File: config.mk
export PLATFORM = sky130hd
export DESIGN_NAME = memory_stage_flat
export DESIGN_NICKNAME = d
export VERILOG_FILES = /design/src/rtl/memory_stage_if.sv /design/src/rtl/memory_stage.sv /design/src/flat_wrapper.sv
export SDC_FILE = /design/constraint.sdc
export NUM_CORES = 1
export LEC_CHECK = 0
export ABC_AREA = 1
export CORE_MARGIN = 3
export CORE_UTILIZATION = 35
export DETAILED_ROUTE_END_ITERATION = 8
export GPL_ROUTABILITY_DRIVEN = 0
export HOLD_SLACK_MARGIN = 0.1
export PLACE_DENSITY = 0.72
export SLEW_MARGIN = 20
export SYNTH_ARGS = -nofsm -noshare
export SYNTH_HDL_FRONTEND = slang
export SYNTH_SLANG_ARGS = --single-unit
File: constraint.sdc
create_clock -name clk -period 2.65 [get_ports clk]
set_input_delay 0.3975 -clock clk [delete_from_list [all_inputs] [get_ports clk]]
set_output_delay 0.3975 -clock clk [all_outputs]
set_load 0.01 [all_outputs]
File: src/rtl/memory_stage_if.sv
// Data-memory request/acknowledge port of the MEM stage.
//   req   : access request, held until ack or abort
//   we    : 1 = store, 0 = load
//   addr  : byte address of the word access
//   wdata : store data
//   rdata : load data, valid while ack is high
//   ack   : memory completes the access this cycle
// master: pipeline side (memory_stage); slave: memory side.
interface memory_stage_if;
  logic        req;
  logic        we;
  logic [31:0] addr;
  logic [31:0] wdata;
  logic [31:0] rdata;
  logic        ack;

  modport master (
    output req, we, addr, wdata,
    input  rdata, ack
  );

  modport slave (
    input  req, we, addr, wdata,
    output rdata, ack
  );
endinterface

File: src/rtl/memory_stage.sv
// MEM stage of a 5-stage MIPS pipeline. It takes the XM_* register from execute, performs loads
// and stores over a req/ack memory port, and produces the MW_* register for write-back.
//   clk, rst           : clock and synchronous active-high reset
//   XM_*, ALUout       : execute/memory pipeline register contents
//   dm                 : data-memory port (memory_stage_if.master)
//   mem_stall          : holds IF/ID/EX/XM while an access is outstanding
//   branch_taken/target: branch decision forwarded straight to fetch
//   MW_*               : memory/write-back pipeline register
//   bus_err            : sticky, an access timed out
//   misalign_err       : sticky, a memory op used a non-word-aligned address
//   stall_cycles       : free-running count of stalled cycles (wraps)
module memory_stage #(
  parameter int unsigned TIMEOUT = 15,
  parameter int unsigned CNT_W   = 32
) (
  input  logic                  clk,
  input  logic                  rst,
  input  logic                  XM_MemtoReg,
  input  logic                  XM_RegWrite,
  input  logic                  XM_MemRead,
  input  logic                  XM_MemWrite,
  input  logic                  XM_branch,
  input  logic [31:0]           XM_BT,
  input  logic [31:0]           ALUout,
  input  logic [4:0]            XM_RD,
  input  logic [31:0]           XM_MD,
  memory_stage_if.master        dm,
  output logic                  mem_stall,
  output logic                  branch_taken,
  output logic [31:0]           branch_target,
  output logic                  MW_MemtoReg,
  output logic                  MW_RegWrite,
  output logic [31:0]           MW_ALUout,
  output logic [31:0]           MW_MDR,
  output logic [4:0]            MW_RD,
  output logic                  bus_err,
  output logic                  misalign_err,
  output logic [CNT_W-1:0]      stall_cycles
);

  typedef enum logic [0:0] {StIdle, StBusy} state_e;

  localparam logic [7:0] TimerLast = 8'(TIMEOUT - 1);

  state_e            state_q, state_d;
  logic              req_q, req_d;
  logic              we_q, we_d;
  logic [31:0]       addr_q, addr_d;
  logic [31:0]       wdata_q, wdata_d;
  logic [7:0]        timer_q, timer_d;
  logic              mw_mtr_q, mw_mtr_d;
  logic              mw_rw_q, mw_rw_d;
  logic [31:0]       mw_alu_q, mw_alu_d;
  logic [31:0]       mw_mdr_q, mw_mdr_d;
  logic [4:0]        mw_rd_q, mw_rd_d;
  logic              bus_err_q, bus_err_d;
  logic              misalign_q, misalign_d;
  logic [CNT_W-1:0]  stall_cnt_q, stall_cnt_d;

  logic mem_op, aligned, is_load, timer_last;

  always_comb begin
    mem_op     = XM_MemRead | XM_MemWrite;
    aligned    = (ALUout[1:0] == 2'b00);
    // MemRead together with MemWrite is treated as a store.
    is_load    = XM_MemRead & ~XM_MemWrite;
    timer_last = (timer_q == TimerLast);

    state_d    = state_q;
    req_d      = req_q;
    we_d       = we_q;
    addr_d     = addr_q;
    wdata_d    = wdata_q;
    timer_d    = timer_q;
    bus_err_d  = bus_err_q;
    misalign_d = misalign_q;
    mem_stall  = 1'b0;

    // Bubble by default: WB must not write while XM is held.
    mw_mtr_d   = 1'b0;
    mw_rw_d    = 1'b0;
    mw_rd_d    = 5'd0;
    mw_alu_d   = ALUout;
    mw_mdr_d   = 32'd0;

    unique case (state_q)
      StIdle: begin
        if (!mem_op) begin
          mw_mtr_d = XM_MemtoReg;
          mw_rw_d  = XM_RegWrite;
          mw_rd_d  = XM_RD;
        end else if (!aligned) begin
          misalign_d = 1'b1;
        end else begin
          mem_stall = 1'b1;
          state_d   = StBusy;
          req_d     = 1'b1;
          we_d      = XM_MemWrite;
          addr_d    = ALUout;
          wdata_d   = XM_MD;
          timer_d   = 8'd0;
        end
      end
      StBusy: begin
        if (dm.ack) begin
          // Ack wins over a same-cycle timeout.
          state_d  = StIdle;
          req_d    = 1'b0;
          mw_mtr_d = XM_MemtoReg;
          mw_rw_d  = XM_RegWrite;
          mw_rd_d  = XM_RD;
          mw_mdr_d = is_load ? dm.rdata : 32'd0;
        end else if (timer_last) begin
          // Abort: release the stall so the instruction retires as a bubble.
          state_d   = StIdle;
          req_d     = 1'b0;
          bus_err_d = 1'b1;
        end else begin
          mem_stall = 1'b1;
          timer_d   = timer_q + 8'd1;
        end
      end
      default: state_d = StIdle;
    endcase

    stall_cnt_d = stall_cnt_q + CNT_W'(mem_stall);
  end

  always_ff @(posedge clk) begin
    if (rst) begin
      state_q     <= StIdle;
      req_q       <= 1'b0;
      we_q        <= 1'b0;
      addr_q      <= 32'd0;
      wdata_q     <= 32'd0;
      timer_q     <= 8'd0;
      mw_mtr_q    <= 1'b0;
      mw_rw_q     <= 1'b0;
      mw_alu_q    <= 32'd0;
      mw_mdr_q    <= 32'd0;
      mw_rd_q     <= 5'd0;
      bus_err_q   <= 1'b0;
      misalign_q  <= 1'b0;
      stall_cnt_q <= '0;
    end else begin
      state_q     <= state_d;
      req_q       <= req_d;
      we_q        <= we_d;
      addr_q      <= addr_d;
      wdata_q     <= wdata_d;
      timer_q     <= timer_d;
      mw_mtr_q    <= mw_mtr_d;
      mw_rw_q     <= mw_rw_d;
      mw_alu_q    <= mw_alu_d;
      mw_mdr_q    <= mw_mdr_d;
      mw_rd_q     <= mw_rd_d;
      bus_err_q   <= bus_err_d;
      misalign_q  <= misalign_d;
      stall_cnt_q <= stall_cnt_d;
    end
  end

  assign dm.req        = req_q;
  assign dm.we         = we_q;
  assign dm.addr       = addr_q;
  assign dm.wdata      = wdata_q;
  assign branch_taken  = XM_branch;
  assign branch_target = XM_BT;
  assign MW_MemtoReg   = mw_mtr_q;
  assign MW_RegWrite   = mw_rw_q;
  assign MW_ALUout     = mw_alu_q;
  assign MW_MDR        = mw_mdr_q;
  assign MW_RD         = mw_rd_q;
  assign bus_err       = bus_err_q;
  assign misalign_err  = misalign_q;
  assign stall_cycles  = stall_cnt_q;

endmodule

File: src/flat_wrapper.sv
// flat-port wrapper written by rule: the top's interface ports become plain ports
module memory_stage_flat 
#(
  parameter int unsigned TIMEOUT = 15,
  parameter int unsigned CNT_W   = 32
)
  (clk, rst, XM_MemtoReg, XM_RegWrite, XM_MemRead, XM_MemWrite, XM_branch, XM_BT, ALUout, XM_RD, XM_MD, mem_stall, branch_taken, branch_target, MW_MemtoReg, MW_RegWrite, MW_ALUout, MW_MDR, MW_RD, bus_err, misalign_err, stall_cycles, dm_req, dm_we, dm_addr, dm_wdata, dm_rdata, dm_ack);
  memory_stage_if dm_i ();
  input  logic clk;
  input  logic rst;
  input  logic XM_MemtoReg;
  input  logic XM_RegWrite;
  input  logic XM_MemRead;
  input  logic XM_MemWrite;
  input  logic XM_branch;
  input  logic [31:0] XM_BT;
  input  logic [31:0] ALUout;
  input  logic [4:0] XM_RD;
  input  logic [31:0] XM_MD;
  output logic mem_stall;
  output logic branch_taken;
  output logic [31:0] branch_target;
  output logic MW_MemtoReg;
  output logic MW_RegWrite;
  output logic [31:0] MW_ALUout;
  output logic [31:0] MW_MDR;
  output logic [4:0] MW_RD;
  output logic bus_err;
  output logic misalign_err;
  output logic [CNT_W-1:0] stall_cycles;
  output wire logic [$bits(dm_i.req)-1:0] dm_req;
  output wire logic [$bits(dm_i.we)-1:0] dm_we;
  output wire logic [$bits(dm_i.addr)-1:0] dm_addr;
  output wire logic [$bits(dm_i.wdata)-1:0] dm_wdata;
  input wire logic [$bits(dm_i.rdata)-1:0] dm_rdata;
  input wire logic [$bits(dm_i.ack)-1:0] dm_ack;
  assign dm_req = dm_i.req;
  assign dm_we = dm_i.we;
  assign dm_addr = dm_i.addr;
  assign dm_wdata = dm_i.wdata;
  assign dm_i.rdata = dm_rdata;
  assign dm_i.ack = dm_ack;
  memory_stage #(.TIMEOUT(TIMEOUT), .CNT_W(CNT_W)) u_core (.clk(clk), .rst(rst), .XM_MemtoReg(XM_MemtoReg), .XM_RegWrite(XM_RegWrite), .XM_MemRead(XM_MemRead), .XM_MemWrite(XM_MemWrite), .XM_branch(XM_branch), .XM_BT(XM_BT), .ALUout(ALUout), .XM_RD(XM_RD), .XM_MD(XM_MD), .dm(dm_i), .mem_stall(mem_stall), .branch_taken(branch_taken), .branch_target(branch_target), .MW_MemtoReg(MW_MemtoReg), .MW_RegWrite(MW_RegWrite), .MW_ALUout(MW_ALUout), .MW_MDR(MW_MDR), .MW_RD(MW_RD), .bus_err(bus_err), .misalign_err(misalign_err), .stall_cycles(stall_cycles));
endmodule
==> impl_results.md <==
* Crit-path max FO at 8
* Die area at between 20000 and 25000 µm²
* Synth area leaders: dfxtp_1, nor2_1, nand2_1, inv_1, a21oi_1
* Clock transition at path regs at 70 ps
* First-pass GRT wire length at about 30000 µm
* Clock insertion delay at the later pin of the skew report at between 400 and 500 ps
* Area leader, netlist: dfxtp_1
* Nets at 1260
* WP data arrival at 2090 ps
* Most frequent cells after synthesis: nor2_1, dfxtp_1, nand2_1, inv_1, a21oi_1
* Hold Fails Final Rpt at 0
* Worst-case clock buffer depth at 2
* Crit path buf inv count at 3
* Final count of pins violating max slew at 0
* Antenna viol nets, final at 0
* Syn avg cell area at between 7 and 8 µm²
* Worst slew pin tran at around 1000 ps
* Port Buffer Count at about 280
* Ant. Diodes at 0
* Resized Gates After CTS at 0
* Synth-to-Final Area Change at 48.4%
* Placeable Area at between 15000 and 20000 µm²
* Total track usage at 16.9%
* Top delay family on crit path: buffers and inverters
* Final WL at approximately 19000 µm
* Inserted Clock Buffers at 17
* Top-Level Pins at about 350
* Final HPWL from detailed placement at 13600 µm
* #FFs+latches synth at 180
* Die Y at around 150 µm
* Pleak at around 0.0042 µW
* Clock Sink Count at 180
* Placed cells at ~1400
* Kind of critical path: reg2out
* Fin cells at about 1400
* Initial antenna violation count at 0
* PwrDens at roughly 580 nW/µm²
* Routed length per instance at between 10 and 15 µm
* Synth unique cells at 40
* Unrepaired setup endpoints after global routing: false
* Status: completed
* Slew Limit Headroom at roughly a third
* Worst path required time at between 2000 and 2500 ps
* Total Power at between 5000 and 6000 µW
* Layout fillers at 1759
* # setup viols final at 0
* Fraction of layout cells with a size suffix above 1 at 7.09%
* Largest net degree at the start of global routing at 95
* CTS tree: done
* Post-synth EDFFs at 0
* CP Launch Type: flop
* Worst path slowest cell: clkdlybuf4s50_1
* Hold slack at roughly 460 ps
* Yosys warning count at 0
* Synth Instances at approximately 870
* CTS root buf: clkbuf_16
* Via-to-Cell Ratio at around 4.4
* Vias in the first global route at between 5000 and 6000
* Fmax at ~400 MHz
* Cell Chain, Critical Path: inv_1 > ha_1 > nand3_2 > o21bai_4 > nand2_4 > buf_4 > clkdlybuf4s50_1
* Maximum VDD drop at about 0.57 mV
* Tcrit/Tclk final at 93.9%
* Max_cap viols at 0
* CP peak stage delay at between 500 and 600 ps
* Hold WC Path Type: reg2reg
* Initial detailed-routing violation count at 300
* Most used DFF post-synth: dfxtp_1
* Drt drc at 0
* Number of H-tree levels at 4
* CP endpoint kind: output port
* Remaining Overflow, GRT at 0
* Clock Skews at between 9 and 10 ps
* Post-CTS Hold Buffers at 0
* Post-CTS setup repair buffer count at 0
* Clock period minus worst slack at about 2500 ps
* Most frequent cell after synthesis: nor2_1
* Via count at a little over 6000
* DIE WIDTH at 146 µm
* Synthesized net count at ~1000
* Post-synthesis cell area at 6900 µm²
* Initial Util at between 30% and 40%
* Share of synthesized registers carrying an async set or reset at 0%
* Yosys top cell area share at between 50% and 60%
* DRT Pass-1 Iters at 4
* Floorplan row count at 50
* Seq/Total Area, Yosys at 52.3%
==> layout by cell type (no fill, tap or decap), types with 4 or more instances in the layout <==
master	n
inv_8	5
buf_4	11
inv_1	105
nand2_1	108
o21ai_2	7
dfxtp_1	180
a21oi_1	52
ha_1	4
nand3b_1	9
nor2_2	5
nor2_1	208
clkdlybuf4s50_1	278
o21ai_0	41
nor3_1	5
clkbuf_16	17
nand3_1	20
o21ai_1	25
a21oi_2	7
==> tightest hold or removal path, stage by stage, from the launching register on <==
cell and delay (ps):
dfxtp_1 310, nand3_1 70, inv_1 40
==> kinds of logic after synthesis <==
logic type / count (synthesis) / synth area share, %
XOR/XNOR: 5 / 0.635
AO/OA/AOI/OAI: 138 / 11.3
buffers and inverters: 176 / 12.9
AND/OR/NAND/NOR: 368 / 22.2
flip-flops: 180 / 52.3
adder cells (fa/ha/maj): 4 / 0.726
==> cell type report <==
type	instances	area, µm²	share of cell area (%)
timing repair buffer	291	2890	28.2
clock buffer	17	425	4.16
clock inverter	15	160	1.57
multi-input combinational	515	2410	23.5
sequential	180	3600	35.2
inverter	110	420	4.11
tap	260	325	3.18
==> power breakdown <==
group / switching [µW] / total, µW / internal (µW)
combinational: 283 / 653 / 371
sequential: 43.2 / 2850 / 2800
clock: 1210 / 2470 / 1260
total: 1540 / 5970 / 4440
==> stage by stage <==
stage	worst slack, ps	instance area (µm²)	TNS, ps	util [%]
2_1_floorplan	533	6900	0	-
3_3_place_gp	-18.0	9640	-29.5	50.7
3_5_place_dp	-49.0	9640	-133	50.7
4_1_cts	95.9	10200	0	53.8
5_1_grt	52.2	10200	0	53.8
6_report	162	10200	0	53.8
==> registers in the layout, summed over array words and instances, names as in the netlist, 5 cells and up <==
register / count
u_core.MW_ALUout: 32
u_core.MW_MDR: 32
u_core.dm.addr: 32
u_core.dm.wdata: 32
u_core.stall_cycles: 32
u_core.timer_q: 8
u_core.MW_RD: 5
==> path summary, 6_finish.rpt <==
| check | startpoint | to | slack [ps] | depth (start not counted) |
|---|---|---|---|---|
| worst min-delay path | u_core.dm.addr[1] | u_core.dm.addr[1] | 460 | 2 |
| worst max register to register | u_core.timer_q[0] | u_core.stall_cycles[10] | 460 | 13 |
| worst max-delay path | u_core.timer_q[0] | mem_stall | 160 | 7 |
| worst min register to register | u_core.dm.addr[1] | u_core.dm.addr[1] | 460 | 2 |
==> per-layer routing <==
layer  up-vias  global-route usage (%)  wire length, µm
li1       3148                       -                -
met1      2714                    19.6             7580
met3        29                    6.61             1600
met2       198                    29.1             9060
met5         -                       0                0
met4         0                    4.84              306
(Power assumes the default switching activity.)
